--- config.mk ---
export PLATFORM = sky130hd
export DESIGN_NAME = elevator_scheduler
export DESIGN_NICKNAME = d
export VERILOG_FILES = /design/src/rtl/elevator_scheduler.sv
export SDC_FILE = /design/constraint.sdc
export NUM_CORES = 1
export LEC_CHECK = 0
export CAP_MARGIN = 20
export CORE_MARGIN = 2
export CORE_UTILIZATION = 51
export DETAILED_ROUTE_END_ITERATION = 6
export HOLD_SLACK_MARGIN = 0.08
export PLACE_DENSITY = 0.88
export SETUP_SLACK_MARGIN = 0.5
export SYNTH_ARGS = -nofsm -noshare
export SYNTH_HDL_FRONTEND = slang
export SYNTH_SLANG_ARGS = --single-unit
--- constraint.sdc ---
create_clock -name clk -period 2.39 [get_ports clk]
set_input_delay 0.717 -clock clk [delete_from_list [all_inputs] [get_ports clk]]
set_output_delay 0.717 -clock clk [all_outputs]
set_load 0.02 [all_outputs]
--- src/rtl/elevator_scheduler.sv ---
`default_nettype none
// +----------------------------------------------------------------------------+
// | elevator_scheduler : five-floor single-car SCAN scheduler (IDLE/MOVING/DOOR)|
// | Revision 1.0                                                               |
// +----------------------------------------------------------------------------+
module elevator_scheduler #(
  parameter int MOVE_CYCLES = 4,
  parameter int DOOR_CYCLES = 3
) (
  input  logic       clk,
  input  logic       rst,
  input  logic [4:0] floor_req,
  output logic [4:0] floor_pos,
  output logic [4:0] pending,
  output logic       dir_up,
  output logic       moving,
  output logic       door_open
);

  localparam logic [7:0] MOVE_LAST = 8'(MOVE_CYCLES - 1);
  localparam logic [7:0] DOOR_LAST = 8'(DOOR_CYCLES - 1);

  typedef enum logic [1:0] {
    IDLE   = 2'd0,
    MOVING = 2'd1,
    DOOR   = 2'd2
  } state_t;

  state_t     state, state_n;
  logic [7:0] move_cnt, move_cnt_n;
  logic [7:0] door_cnt, door_cnt_n;
  logic [4:0] pos_n, clr, pending_n;
  logic       dir_n;

  logic [4:0] below, above, ahead, behind;
  logic [4:0] step_pos, step_below, step_above, step_ahead;

  // For a one-hot position p, p-1 is exactly the set of floors below it.
  always_comb begin
    below      = floor_pos - 5'd1;
    above      = ~(below | floor_pos);
    ahead      = pending & (dir_up ? above : below);
    behind     = pending & (dir_up ? below : above);
    step_pos   = dir_up ? {floor_pos[3:0], 1'b0} : {1'b0, floor_pos[4:1]};
    step_below = step_pos - 5'd1;
    step_above = ~(step_below | step_pos);
    step_ahead = pending & (dir_up ? step_above : step_below);
  end

  always_comb begin
    state_n    = state;
    move_cnt_n = move_cnt;
    door_cnt_n = door_cnt;
    pos_n      = floor_pos;
    dir_n      = dir_up;
    clr        = 5'b00000;
    unique case (state)
      IDLE: begin
        if ((pending & floor_pos) != 5'b00000) begin
          state_n    = DOOR;
          door_cnt_n = 8'd0;
          clr        = floor_pos;
        end else if (ahead != 5'b00000) begin
          state_n    = MOVING;
          move_cnt_n = 8'd0;
        end else if (behind != 5'b00000) begin
          state_n    = MOVING;
          move_cnt_n = 8'd0;
          dir_n      = ~dir_up;
        end
      end
      MOVING: begin
        if (move_cnt == MOVE_LAST) begin
          pos_n      = step_pos;
          move_cnt_n = 8'd0;
          if ((pending & step_pos) != 5'b00000) begin
            state_n    = DOOR;
            door_cnt_n = 8'd0;
            clr        = step_pos;
          end else if (step_ahead == 5'b00000) begin
            state_n = IDLE;
          end
        end else begin
          move_cnt_n = move_cnt + 8'd1;
        end
      end
      DOOR: begin
        // Calls for the floor we are standing at are answered by the open door.
        clr = floor_pos;
        if (door_cnt == DOOR_LAST) begin
          state_n    = IDLE;
          door_cnt_n = 8'd0;
        end else begin
          door_cnt_n = door_cnt + 8'd1;
        end
      end
      default: begin
        state_n = IDLE;
      end
    endcase
    pending_n = (pending | floor_req) & ~clr;
  end

  always_ff @(posedge clk or posedge rst) begin
    if (rst) begin
      state     <= IDLE;
      move_cnt  <= 8'd0;
      door_cnt  <= 8'd0;
      floor_pos <= 5'b00001;
      pending   <= 5'b00000;
      dir_up    <= 1'b1;
      moving    <= 1'b0;
      door_open <= 1'b0;
    end else begin
      state     <= state_n;
      move_cnt  <= move_cnt_n;
      door_cnt  <= door_cnt_n;
      floor_pos <= pos_n;
      pending   <= pending_n;
      dir_up    <= dir_n;
      moving    <= (state_n == MOVING);
      door_open <= (state_n == DOOR);
    end
  end

endmodule
`default_nettype wire
After elaboration in Yosys (flattened, before gate mapping):

Index checks and enable logic that the tools add are counted.

* register bits after elaboration: 31
* latch bits: 0
* memory bits (writable): 0
* ROM bits: 0
* input bits: 7
* output and inout bits: 13
* logic and storage cells: 76
* memories kept: 0

* add/sub/neg operators: 4
* multiply operators: 0
* divide/modulo/power cells: 0
* magnitude comparators: 0
* equality and inequality tests: 11
* shift-type cells: 0
* muxes and demuxes: 26
* bitwise operators: 15
* reductions and logical operators: 12

Operator list (number)
* 2-to-1 mux 8 bit: 8
* 2-to-1 mux 5 bit: 7
* bitwise AND 5 bit: 6
* one-hot mux 8 bit (3 select lines): 1
* nonzero test 5 bit: 4
* adder 8 x 1 -> 8 bit (second input constant): 2
* == test 8 x 2 -> 1 bit (second input constant): 2
* one-hot mux 8 bit (2 select lines): 1
* inverter 5 bit: 3
* bitwise OR 5 bit: 3
* one-hot mux 5 bit (3 select lines): 1
* 2-to-1 mux 2 bit: 7
* subtractor 5 x 1 -> 5 bit (second input constant): 2
* inequality test 2 bit (second input constant): 4
* AND reduction 4 bit: 2
* one-hot mux 2 bit (3 select lines): 1
* logical NOT 5 bit: 1
* == test 2 x 1 -> 1 bit (second input constant): 2
* == test 2 bit (second input constant): 2
* inequality test 3 bit (second input constant): 1
* inverter 1 bit: 3
* AND reduction 3 bit: 1
* nonzero test 3 bit: 1
* logical NOT 2 bit: 1
* 2 further kinds: 2

Longest topological paths before layout:

* depth after elaboration: 12
* depth in mapped cells: 12
* depth with buffers taken out: 10

Worst setup path after synthesis:

Ideal clock, no wire load.

* kind: register to register
* start: reg dir_up
* end: reg moving
* setup time: 0.124 ns
* arrival time: 2.349 ns
* setup slack: -0.083 ns
* cell stages (with the launch flop): 13
* buffers on the path: 2
* path through: dfstp_2 buf_2 buf_6 nand2_1 o21ai_0 inv_1 ha_1 nand3_1 ha_1 a21oi_1 a32o_1 a31oi_1 a211o_1

* longest elaborated chain between the ends: 12
* elaborated cells on any way between the ends: 23
* those cells by class: 1 x add/sub; 1 x eq/ne; 11 x mux; 6 x bitwise; 4 x reduce/logical

Ends and longest elaborated chain
* start: declaration: line 15 `output logic dir_up,`
* start signal: assignment: line 120 `dir_up <= dir_n;`
* 2-to-1 mux 5 bit: line 44 `step_pos = dir_up ? {floor_pos[3:0], 1'b0} : {1'b0, floor_pos[4:1]};`
* subtractor 5 x 1 -> 5 bit: line 45 `step_below = step_pos - 5'd1;`
* bitwise OR 5 bit: line 46 `step_above = ~(step_below | step_pos);`
* inverter 5 bit: line 46
* 2-to-1 mux 5 bit: line 47 `step_ahead = pending & (dir_up ? step_above : step_below);`
* bitwise AND 5 bit: line 47
* logical NOT 5 bit: line 80 `end else if (step_ahead == 5'b00000) begin`
* 2-to-1 mux 2 bit: line 80
* 2-to-1 mux 2 bit: line 76 `if ((pending & step_pos) != 5'b00000) begin`
* 2-to-1 mux 2 bit: line 73 `if (move_cnt == MOVE_LAST) begin`
* one-hot mux 2 bit (3 select lines) (*): line 57 `unique case (state)`
* == test 2 x 1 -> 1 bit (*): line 121 `moving <= (state_n == MOVING);`
* end signal: assignment: line 121
* end: declaration: line 16 `output logic moving,`

Mark *: on every way between the ends. The rest lies on a longest branch, timed or not.
A chain may end at the register's enable or synchronous reset.

Worst setup path after layout:

* start: reg floor_pos[0]
* end: reg moving

* longest elaborated chain between the ends: 12
* elaborated cells on any way between the ends: 28
* those cells by class: 2 x add/sub; 1 x eq/ne; 11 x mux; 9 x bitwise; 5 x reduce/logical

Ends and longest elaborated chain
* start: declaration: line 13 `output logic [4:0] floor_pos,`
* start signal: assignment: line 118 `floor_pos <= pos_n;`
* 2-to-1 mux 5 bit: line 44
* subtractor 5 x 1 -> 5 bit: line 45
* bitwise OR 5 bit: line 46
* inverter 5 bit: line 46
* 2-to-1 mux 5 bit: line 47
* bitwise AND 5 bit: line 47
* logical NOT 5 bit: line 80
* 2-to-1 mux 2 bit: line 80
* 2-to-1 mux 2 bit: line 76
* 2-to-1 mux 2 bit: line 73
* one-hot mux 2 bit (3 select lines) (*): line 57
* == test 2 x 1 -> 1 bit (*): line 121

Marked as above.

==> impl_summary.log <==
INFO  metric yosys_warnings = 0
INFO  metric critical_path.startpoint_type = flip-flop
INFO  metric synthesized_netlist_net_count = 242
INFO  metric detail_route.vias_per_cell = 6.15
INFO  metric core_area = 3690 µm²
INFO  metric clk_lat_worst_skew = 0.29 ns
INFO  metric antenna_violating_nets_post_route = 0
INFO  metric cts_tree = yes
INFO  metric postSynth.asyncResetShare = 100%
INFO  metric cp-end-kind = flip-flop
INFO  metric fp-row-count = 22
INFO  metric max_freq = 448 MHz
INFO  metric grt_first_pass_wirelength = 8490 µm
INFO  metric die-width = 66.4 µm
INFO  metric clock_sink_count = 31
INFO  metric synth.avg_cell_area = 8.93 µm²
INFO  metric ys_top_cells_by_area = sky130_fd_sc_hd__dfrtp_1, sky130_fd_sc_hd__ha_1, sky130_fd_sc_hd__nand2_1, sky130_fd_sc_hd__o21ai_0, sky130_fd_sc_hd__inv_1
INFO  metric cp_max_fo = 4
INFO  metric clockBufferDepth = 2
INFO  metric yosys.cell_types.count = 44
INFO  metric layout-drive-gt1-share = 26.3%
INFO  metric drt_wl_total = 5510 µm
INFO  metric final-hold-violation-count = 0
INFO  metric status = completed
INFO  metric global_route.overflow_total = 0
INFO  metric root_buffer = sky130_fd_sc_hd__clkbuf_8
INFO  metric maxCapViolCount = 0
INFO  metric timing.hold.worst_endpoint = move_cnt[0]
INFO  metric cp.required = 2.56 ns
INFO  metric post-route-min-period = 2.23 ns
INFO  metric static_leakage = 1.13 nW
INFO  metric dieArea = 4400 µm²
INFO  metric yosys-top-cells-count = sky130_fd_sc_hd__dfrtp_1, sky130_fd_sc_hd__nand2_1, sky130_fd_sc_hd__inv_1
INFO  metric timing.critical_path.mode_cell = sky130_fd_sc_hd__ha_4
INFO  metric detail_route.wl_per_cell = 17.8 µm
INFO  metric ys_seq_elements = 31
INFO  metric finalSetupViolCount = 0
INFO  metric antenna_violations_before_repair = 0
INFO  metric reg2regPathDepth = 8
INFO  metric area_delta_synth_final = 30.0%
INFO  metric reg2reg_from = floor_pos[0]
INFO  metric worst_path_max_delay_cell = sky130_fd_sc_hd__dfstp_2
INFO  metric final-max-slew-violation-count = 0
INFO  metric grt_util_all_layers = 25.7%
INFO  metric area_of_the_multi_input_gates = 1220 µm²
INFO  metric worst-endpoint-arrival = 2.40 ns
INFO  metric inserted_clock_buffers = 5
INFO  metric postSynthCellCount = 222
INFO  metric stdcell_count = 310
INFO  metric clock_skew = 0.0109 ns
INFO  metric num-fill-cells = 291
INFO  metric placedCellCount = 292
INFO  metric chipHeight = 66.4 µm
INFO  metric floorplan.initialDensity = 53.8%
INFO  metric number_of_global_route_vias_before_repair = 1836
INFO  metric regArea = 783 µm²
INFO  metric tightest_slew_margin_relative_to_the_limit = 61.5%
INFO  metric hp-class = reg -> reg
INFO  metric io-pin-count = 20
INFO  metric crit_chain = inv_4 > ha_4 > nand3_4 > ha_4 > a222oi_1 > buf_4 > a41oi_1 > a211o_1
INFO  metric synthMostInstantiatedCell = sky130_fd_sc_hd__dfrtp_1
INFO  metric grt_max_degree = 32
INFO  metric final_nets = 281
INFO  metric cts-hold-fix-buffers = 0
INFO  metric worst_hold_startpoint = move_cnt[0]
INFO  metric synthFlopType = sky130_fd_sc_hd__dfrtp_1
INFO  metric critical_path_class = reg -> reg
INFO  metric netlist_area = 1980 µm²
INFO  metric critical_path.max_stage_delay = 0.62 ns
INFO  metric port_buffers = 19
INFO  metric timing_worst_slew_pin_value = 0.577 ns
INFO  metric clk_pin_slew_worst_paths = 0.07 ns
INFO  metric worstHoldPathCells = 1
INFO  metric powerDensity = 1350 nW/µm²
INFO  metric synth.top_cell.area_share = 36.6%
INFO  metric setup_tns = 0 ns
INFO  metric seq_area_frac_synth = 39.2%
INFO  metric n_antenna_cell = 0
INFO  metric ctsHtreeMaxLevel = 2
INFO  metric drt_iter0_drc = 167
INFO  metric final_core_density = 69.9%
INFO  metric rrSetupSlack = 0.16 ns
INFO  metric gp_congestion = 0.879
INFO  metric grt_setup_unrepaired = true
INFO  metric route.vias.total = 1905
INFO  metric synth_largest_area_cell = sky130_fd_sc_hd__dfrtp_1
INFO  metric drt_pre_antenna_iters = 4
INFO  metric max-vdd-ir-drop = 0.549 mV
INFO  metric number_of_synthesized_flops_with_an_enable_pin = 0
INFO  metric fin_worst_hold_slack = 0.513 ns
INFO  metric timing.final.crit_share = 93.4%
INFO  metric worstReg2RegEnd = moving
INFO  metric drc = 0
INFO  metric dp_hpwl = 3380 µm
==> worst max path at each step <==
stage,startpoint,end,slack (ns),depth (start not counted)
floorplan,dir_up,moving,0.14,12
global placement,dir_up,moving,0.21,9
detailed placement,dir_up,moving,0.12,9
CTS,dir_up,moving,0.23,10
global route,floor_pos[0],moving,0.11,8
finish,floor_pos[0],moving,0.16,8
==> cell type report <==
type | count | area share, %
Multi-Input combinational cell | 165 | 47.4
Timing Repair Buffer | 40 | 13.3
Tap cell | 48 | 2.33
Sequential cell | 31 | 30.4
Clock buffer | 8 | 3.88
Inverter | 18 | 2.72
==> sequential cells by signal, indices dropped and copies added (netlist names) <==
name       cells
dir_up         1
door_open      1
moving         1
floor_pos      5
pending        5
door_cnt       8
move_cnt       8
state          2
==> metrics by stage <==
step           cell area, µm²  total power [mW]  setup slack, ns
2_1_floorplan            2020              2.09            0.137
3_3_place_gp             2280              2.57            0.212
3_5_place_dp             2280              2.65            0.119
4_1_cts                  2490              3.27            0.232
5_1_grt                  2580              3.73            0.112
6_report                 2580              3.49            0.157
==> routing by layer <==
metal,routed length [µm],global-route usage [%]
met3,386,6.47
met2,2790,41.0
met4,80,9.69
met1,2260,33.4
met5,0,0
==> critical path: cells and delay by family, from the launching register on <==
family | cells | cell delay, ns
buffers and inverters | 2 | 0.28
DFF | 1 | 0.62
AOI/OAI and AO/OA | 3 | 0.78
and+or+nand+nor | 1 | 0.08
adders and majority gates | 2 | 0.36
==> cell families after synthesis <==
| group | synth area share [%] |
|---|---|
| AND/OR/NAND/NOR | 17.5 |
| adder cells (fa/ha/maj) | 8.20 |
| multiplexers | 2.08 |
| buffers and inverters | 6.62 |
| flip-flops | 39.2 |
| AO/OA/AOI/OAI | 26.4 |
==> layout by cell type, fill, tap and decap left out, drive strengths merged, types with 7 or more instances in the layout <==
master        n
o21ai        16
inv          18
a31oi         7
dfrtp        29
dlygate4sd2   9
clkbuf        9
buf          23
nor2         15
nand3         9
nand2        25
a221oi        7
a21oi        13
ha           13
==> where the power goes <==
part,internal [mW],switching [mW]
clock,0.263,0.197
sequential,0.687,0.205
combinational,0.923,1.22
total,1.87,1.62
==> repair_timing <==
| action | in CTS | in global routing |
|---|---|---|
| setup endpoints to repair | 29 | 34 |
| pin swaps | 5 | 6 |
| cloned | 0 | 1 |
| resized for setup | 32 | 26 |
| setup buffers | 8 | 1 |
(Power assumes the default switching activity.)
